$ cat src/rtl/ip_lb_build.sv
//============================================================================
// Module   : ip_lb_build
// Brief    : Transmit-side IP-format NoC message builder. Turns one
//            descriptor plus a payload flit stream into HDR / META / DATA
//            framing, with `last` on the final flit of the message.
// Options  : IP_LB_BUILD_LEN_CHECK_EN - when defined, compares the producer's
//            end-of-payload marker with the descriptor length and pulses
//            ip_build_len_err on disagreement.
// Revision : 1.0 - initial release
//============================================================================
`default_nettype none

`ifndef NOC_DATA_WIDTH
`define NOC_DATA_WIDTH 512
`endif
`ifndef XY_WIDTH
`define XY_WIDTH 8
`endif
`ifndef MSG_TYPE_WIDTH
`define MSG_TYPE_WIDTH 8
`endif
`ifndef MSG_LENGTH_WIDTH
`define MSG_LENGTH_WIDTH 22
`endif

// Header flit layout, MSB first:
//   dst_x | dst_y | dst_fbits(4) | msg_len | msg_type | src_x | src_y |
//   src_fbits(4) | metadata_flits(8) | padding
// Metadata flit layout, MSB first:
//   src_ip(32) | dst_ip(32) | protocol(8) | data_payload_len(LEN_W) | padding
module ip_lb_build #(
   parameter int NOC_DATA_W = `NOC_DATA_WIDTH,
   parameter int LEN_W      = 16
) (
   input  logic                        clk,
   input  logic                        rst,
   input  logic                        src_ip_build_req_val,
   output logic                        ip_build_src_req_rdy,
   input  logic [`XY_WIDTH-1:0]        src_ip_build_req_dst_x,
   input  logic [`XY_WIDTH-1:0]        src_ip_build_req_dst_y,
   input  logic [`MSG_TYPE_WIDTH-1:0]  src_ip_build_req_msg_type,
   input  logic [31:0]                 src_ip_build_req_src_ip,
   input  logic [31:0]                 src_ip_build_req_dst_ip,
   input  logic [7:0]                  src_ip_build_req_protocol,
   input  logic [LEN_W-1:0]            src_ip_build_req_len,
   input  logic                        src_ip_build_data_val,
   input  logic [NOC_DATA_W-1:0]       src_ip_build_data,
   input  logic                        src_ip_build_data_last,
   output logic                        ip_build_src_data_rdy,
   output logic                        ip_build_dst_val,
   output logic [NOC_DATA_W-1:0]       ip_build_dst_data,
   output logic                        ip_build_dst_last,
   input  logic                        dst_ip_build_rdy,
   output logic                        ip_build_len_err
);

   localparam int c_FLIT_BYTES = NOC_DATA_W / 8;
   localparam int c_FB_LOG2    = $clog2(c_FLIT_BYTES);
   localparam int c_XY_W       = `XY_WIDTH;
   localparam int c_MT_W       = `MSG_TYPE_WIDTH;
   localparam int c_ML_W       = `MSG_LENGTH_WIDTH;
   localparam int c_HDR_PAD_W  = NOC_DATA_W - (4 * c_XY_W + 16 + c_ML_W + c_MT_W);
   localparam int c_META_PAD_W = NOC_DATA_W - (72 + LEN_W);
   // Round-up addend, one bit wider than the length so the maximum length
   // cannot wrap.
   localparam logic [LEN_W:0] c_ROUND = (LEN_W + 1)'(c_FLIT_BYTES - 1);

   typedef enum logic [1:0] {
      ST_IDLE = 2'd0,
      ST_HDR  = 2'd1,
      ST_META = 2'd2,
      ST_DATA = 2'd3
   } state_t;

   state_t                 r_state;
   state_t                 w_state_nxt;

   logic [c_XY_W-1:0]      r_dst_x;
   logic [c_XY_W-1:0]      r_dst_y;
   logic [c_MT_W-1:0]      r_msg_type;
   logic [31:0]            r_src_ip;
   logic [31:0]            r_dst_ip;
   logic [7:0]             r_protocol;
   logic [LEN_W-1:0]       r_len;
   logic [LEN_W:0]         r_data_flits;
   logic [LEN_W:0]         r_rem_cnt;

   logic [LEN_W:0]         w_ceil_sum;
   logic [LEN_W:0]         w_req_flits;
   logic [c_ML_W-1:0]      w_msg_len;
   logic [NOC_DATA_W-1:0]  w_hdr_flit;
   logic [NOC_DATA_W-1:0]  w_meta_flit;
   logic                   w_rem_one;
   logic                   w_no_data;
   logic                   w_accept;
   logic                   w_data_xfer;

   logic                   w_req_rdy;
   logic                   w_src_rdy;
   logic                   w_dst_val;
   logic                   w_dst_last;
   logic [NOC_DATA_W-1:0]  w_dst_data;

   assign w_ceil_sum  = {1'b0, src_ip_build_req_len} + c_ROUND;
   assign w_req_flits = w_ceil_sum >> c_FB_LOG2;
   assign w_msg_len   = c_ML_W'(r_data_flits) + c_ML_W'(1);
   assign w_rem_one   = (r_rem_cnt == (LEN_W + 1)'(1));
   assign w_no_data   = (r_data_flits == '0);
   assign w_accept    = w_req_rdy & src_ip_build_req_val;
   assign w_data_xfer = (r_state == ST_DATA) & src_ip_build_data_val & dst_ip_build_rdy;

   assign w_hdr_flit  = {r_dst_x, r_dst_y, 4'd0, w_msg_len, r_msg_type,
                         {c_XY_W{1'b0}}, {c_XY_W{1'b0}}, 4'd0, 8'd1,
                         {c_HDR_PAD_W{1'b0}}};
   assign w_meta_flit = {r_src_ip, r_dst_ip, r_protocol, r_len,
                         {c_META_PAD_W{1'b0}}};

   // State register; reset returns to IDLE and abandons any message.
   always_ff @(posedge clk) begin
      if (rst) begin
         r_state <= ST_IDLE;
      end else begin
         r_state <= w_state_nxt;
      end
   end

   // Capture the descriptor and its flit count when a request is accepted.
   always_ff @(posedge clk) begin
      if (rst) begin
         r_dst_x      <= '0;
         r_dst_y      <= '0;
         r_msg_type   <= '0;
         r_src_ip     <= '0;
         r_dst_ip     <= '0;
         r_protocol   <= '0;
         r_len        <= '0;
         r_data_flits <= '0;
      end else if (w_accept) begin
         r_dst_x      <= src_ip_build_req_dst_x;
         r_dst_y      <= src_ip_build_req_dst_y;
         r_msg_type   <= src_ip_build_req_msg_type;
         r_src_ip     <= src_ip_build_req_src_ip;
         r_dst_ip     <= src_ip_build_req_dst_ip;
         r_protocol   <= src_ip_build_req_protocol;
         r_len        <= src_ip_build_req_len;
         r_data_flits <= w_req_flits;
      end
   end

   // Remaining payload flits: loaded as META leaves, decremented per transfer.
   always_ff @(posedge clk) begin
      if (rst) begin
         r_rem_cnt <= '0;
      end else if ((r_state == ST_META) && dst_ip_build_rdy) begin
         r_rem_cnt <= r_data_flits;
      end else if (w_data_xfer) begin
         r_rem_cnt <= r_rem_cnt - (LEN_W + 1)'(1);
      end
   end

   // Next-state and output decode; everything is forced idle while in reset.
   always_comb begin
      w_state_nxt = r_state;
      w_req_rdy   = 1'b0;
      w_src_rdy   = 1'b0;
      w_dst_val   = 1'b0;
      w_dst_last  = 1'b0;
      w_dst_data  = '0;
      case (r_state)
         ST_IDLE: begin
            w_req_rdy = 1'b1;
            if (src_ip_build_req_val) begin
               w_state_nxt = ST_HDR;
            end
         end
         ST_HDR: begin
            w_dst_val  = 1'b1;
            w_dst_data = w_hdr_flit;
            if (dst_ip_build_rdy) begin
               w_state_nxt = ST_META;
            end
         end
         ST_META: begin
            w_dst_val  = 1'b1;
            w_dst_data = w_meta_flit;
            w_dst_last = w_no_data;
            if (dst_ip_build_rdy) begin
               w_state_nxt = w_no_data ? ST_IDLE : ST_DATA;
            end
         end
         ST_DATA: begin
            w_dst_val  = src_ip_build_data_val;
            w_src_rdy  = dst_ip_build_rdy;
            w_dst_data = src_ip_build_data;
            w_dst_last = w_rem_one;
            if (w_data_xfer && w_rem_one) begin
               w_state_nxt = ST_IDLE;
            end
         end
         default: begin
            w_state_nxt = ST_IDLE;
         end
      endcase
      if (rst) begin
         w_req_rdy  = 1'b0;
         w_src_rdy  = 1'b0;
         w_dst_val  = 1'b0;
         w_dst_last = 1'b0;
      end
   end

   assign ip_build_src_req_rdy  = w_req_rdy;
   assign ip_build_src_data_rdy = w_src_rdy;
   assign ip_build_dst_val      = w_dst_val;
   assign ip_build_dst_last     = w_dst_last;
   assign ip_build_dst_data     = w_dst_data;

`ifdef IP_LB_BUILD_LEN_CHECK_EN
   logic r_len_err;

   // Flag any accepted flit whose end marker disagrees with the descriptor.
   always_ff @(posedge clk) begin
      if (rst) begin
         r_len_err <= 1'b0;
      end else begin
         r_len_err <= w_data_xfer & (src_ip_build_data_last != w_rem_one);
      end
   end

   assign ip_build_len_err = r_len_err;
`else
   logic w_unused_data_last;
   assign w_unused_data_last = src_ip_build_data_last;
   assign ip_build_len_err   = 1'b0;
`endif

endmodule

`default_nettype wire

$ cat config.mk
export PLATFORM = sky130hd
export DESIGN_NAME = ip_lb_build
export DESIGN_NICKNAME = d
export VERILOG_FILES = /design/src/rtl/ip_lb_build.sv
export SDC_FILE = /design/constraint.sdc
export NUM_CORES = 1
export LEC_CHECK = 0
export BUFFER_PORTS_ARGS = -buffer_cell sky130_fd_sc_hd__clkbuf_2
export CORE_AREA = 2 2 443 445
export CTS_CLUSTER_DIAMETER = 120
export DETAILED_ROUTE_END_ITERATION = 16
export DIE_AREA = 0 0 445 447
export PLACE_DENSITY_LB_ADDON = 0.15
export RECOVER_POWER = 100
export SLEW_MARGIN = 40
export SYNTH_ARGS = -nofsm -noshare
export SYNTH_HDL_FRONTEND = slang
export SYNTH_SLANG_ARGS = --single-unit
$ cat constraint.sdc
create_clock -name clk -period 4.19 [get_ports clk]
set_input_delay 1.0475 -clock clk [delete_from_list [all_inputs] [get_ports clk]]
set_output_delay 1.0475 -clock clk [all_outputs]
set_load 0.05 [all_outputs]
==> metrics <==
status=finished with violations; failing checks=max-slew violations; Max-Cap Viols=0; startpoint class of the critical path=flip-flop; number of remaining DRC errors=0; setup slack, reg-to-reg=1.02 ns; part of the cycle the worst path needs=92.4%; YS warnings=0; critical path, cell by cell=inv_1 -> ha_1 -> buf_12 -> a222oi_1 -> nor2_1 -> clkbuf_1; die area=199,000 um^2; Critical Path Fanout Max=25; synthesized flop and latch total=142; LEAKAGE=7.44 nW; routability cong.=0.848; clk_skew=0.0114 ns; GRT Resource Usage Total=10.7%; top-level port count=1,147; Critical Path RT=3.14 ns; cell area after synthesis=9980 um^2; maximum vdd drop=0.330 mV; CP Launch Point=r_state[1]; Cells on Worst Hold Path=2; core area=194,000 um^2; CP bufs+invs=3; syn avg cell area=6.97 um^2; CTS Buf Count=17; Worst Hold Class=reg2reg; drt first pass iters=5; row count=162; Final ANT Viol Nets=0; first-pass GRT wire length=141,000 um; clock-pin transition on the worst setup and hold timing paths=0.07 ns; sequential element share of the synthesized area=28.5%; worst setup margin=0.318 ns; RSZ-0062 raised after global routing=false; die height=447 um; Fill cells=23,100; Critical R2R Launch=r_state[1]; CTS tree=done; Crit. End Element=primary output; synthesized instance count=1,432; post-DP HPWL=99,100 um; TNS Setup=0 ns; Max Slew Vio Count=21; Routed WL=112,000 um; Post-Syn Nets=2,071; initial antenna violation count=115; Hold-fix buffers, CTS=0; layout cell share with drive strength beyond 1=30.8%; post-DR vias/cell=2.91; Top FF cell, synth=dfxtp_1; post-route minimum period=3.87 ns; Hold Path End=r_msg_type[4]; # resized after CTS=0; pre-CTS setup slack=0.909 ns; vias in the first global route=14,400; Worst Path Arrival=2.82 ns; Setup CP Type=reg2out; DR iter-0 viols=739; clk root buf=clkbuf_16; Max clock buf depth=2; Area growth syn-to-layout=89.4%; Unique masters post-synth=55; Die W=445 um; share of flip-flops with an asynchronous set or reset=0%; Fmax achieved=258 MHz; Initial Util=5.14%; IO buf count=1,144; Setup Fix Bufs, Post-CTS=0; PD cells=355 nW/um^2; number of nets in the layout=3,127; slowest stage delay, CP=0.64 ns; Worst R2R End=r_dst_x[1]; Slew headroom=-0.0492%; final setup fails=0; Slew @ Worst Pin=1.50 ns; final hold vios=0; latest clock arrival within the worst-skew pair=0.49 ns; grt total ovfl=0; CTS sink count=142; H-Tree Depth=4; drt wl/cell=22.2 um; hold path startpoint=r_msg_type[4]; highest-delay cell along the critical path=ha_1; via count=14,700; Reg2Reg Depth=5; CP top delay family=buffers and inverters; Post-synth EDFFs=0; largest net degree at the start of global routing=115
state kept, by name (all words and copies together) (netlist names), 8 cells and up:
signal and flops:
r_dst_y 8, r_data_flits 11, r_protocol 8, r_rem_cnt 17
r_src_ip 32, r_dst_x 8, r_msg_type 8, r_len 16
r_dst_ip 32
worst max-delay path by stage:
stage	to	slack (ns)	cells after the start
finish	ip_build_dst_data[462]	0.32	6
global route	ip_build_dst_data[273]	0.13	4
CTS	ip_build_dst_data[316]	0.33	4
detailed placement	ip_build_dst_data[316]	0.91	4
global placement	ip_build_dst_data[316]	0.89	4
floorplan	ip_build_dst_val	0.62	3
metal layers:
layer  routed length, um  GRT usage [%]
met1               32700           8.87
met2               69200           23.4
met3                7810           3.34
met4                2640           2.99
met5                  95              0
tightest hold or removal path: stages, from the launching register on:
cell and delay [ns]:
dfxtp_1 0.31, nand2_1 0.05, o21ai_0 0.06
final cells by class:
type / instances / area, um^2 / area share [%]
clock buffers: 19 / 433 / 2.29
inverters: 13 / 50.0 / 0.265
multi-input cells: 1139 / 6610 / 34.9
flip-flops and latches: 142 / 2840 / 15.0
diodes: 13 / 32.5 / 0.172
clock inverters: 13 / 214 / 1.13
well taps: 2542 / 3180 / 16.8
repair buffers: 1175 / 5550 / 29.3
cell usage in the layout, fill, tap and decap left out, types with 5 or more instances in the layout:
master	count
clkbuf_2	705
clkbuf_1	447
and2_1	418
nand2_1	204
dfxtp_1	142
o21ai_0	120
nor2_1	104
a22oi_1	58
nand2b_1	36
a222oi_1	29
clkbuf_16	17
nand3_1	15
diode_2	13
a21oi_1	13
buf_12	13
inv_1	12
xor2_1	12
a211oi_1	12
nor3_1	10
or4_1	10
buf_4	10
xnor2_1	9
nor4_1	8
and2_0	7
nand4_1	7
ha_1	6
bufinv_16	5
Yosys cell counts, types with 2 or more instances:
library cell / instances / area (um^2)
nor3_1: 10 / 50.1
o211ai_1: 4 / 30.0
clkbuf_1: 131 / 492
nand4b_1: 3 / 26.3
a311oi_1: 4 / 35.0
inv_1: 12 / 45.0
o22ai_1: 4 / 25.0
xnor2_1: 9 / 78.8
nand2_1: 204 / 766
and3_1: 3 / 18.8
o221ai_1: 2 / 17.5
a21oi_1: 13 / 65.1
xor2_1: 12 / 105
o2111ai_1: 3 / 26.3
a31oi_1: 3 / 18.8
or2_2: 4 / 25.0
o31ai_1: 4 / 30.0
buf_1: 5 / 18.8
a222oi_1: 29 / 290
a211oi_1: 12 / 90.1
nand2b_1: 36 / 225
o21ai_0: 120 / 601
nand3_1: 15 / 75.1
or4_1: 10 / 75.1
or3_1: 3 / 18.8
ha_1: 9 / 113
and4_1: 2 / 17.5
dfxtp_1: 142 / 2840
nor2_1: 104 / 390
and2_1: 425 / 2660
a22oi_1: 58 / 435
nor4_1: 8 / 50.1
nand4_1: 7 / 43.8
power by group:
part | leakage (nW) | switching, mW | internal, mW
clock | 0.308 | 0.737 | 1.06
sequential | 1.17 | 0.231 | 1.60
combinational | 5.97 | 2.24 | 0.854
total | 7.44 | 3.21 | 3.51
per-stage QoR:
step | hold slack [ns] | cell area, um^2 | instances | utilization [%] | total power [mW]
finish | 0.461 | 18900 | 5056 | 9.74 | 6.72
floorplan | 0.435 | 9980 | 1432 | - | 3.72
global route | 0.478 | 18900 | 5054 | 9.73 | 7.14
detailed placement | 0.451 | 18800 | 5011 | 9.69 | 5.11
CTS | 0.463 | 19500 | 5043 | 10.0 | 6.98
global placement | 0.451 | 18800 | 5011 | 9.69 | 5.13
logic make-up after synthesis:
family | share of synthesized area (%)
simple gates | 45.2
compound gates | 17.5
buf+inv | 5.73
flops | 28.5
xor+xnor | 1.84
fa+ha+maj | 1.13
other cells | 0.0376
mux | 0.100
No activity file was read; power rests on OpenSTA's default activity.
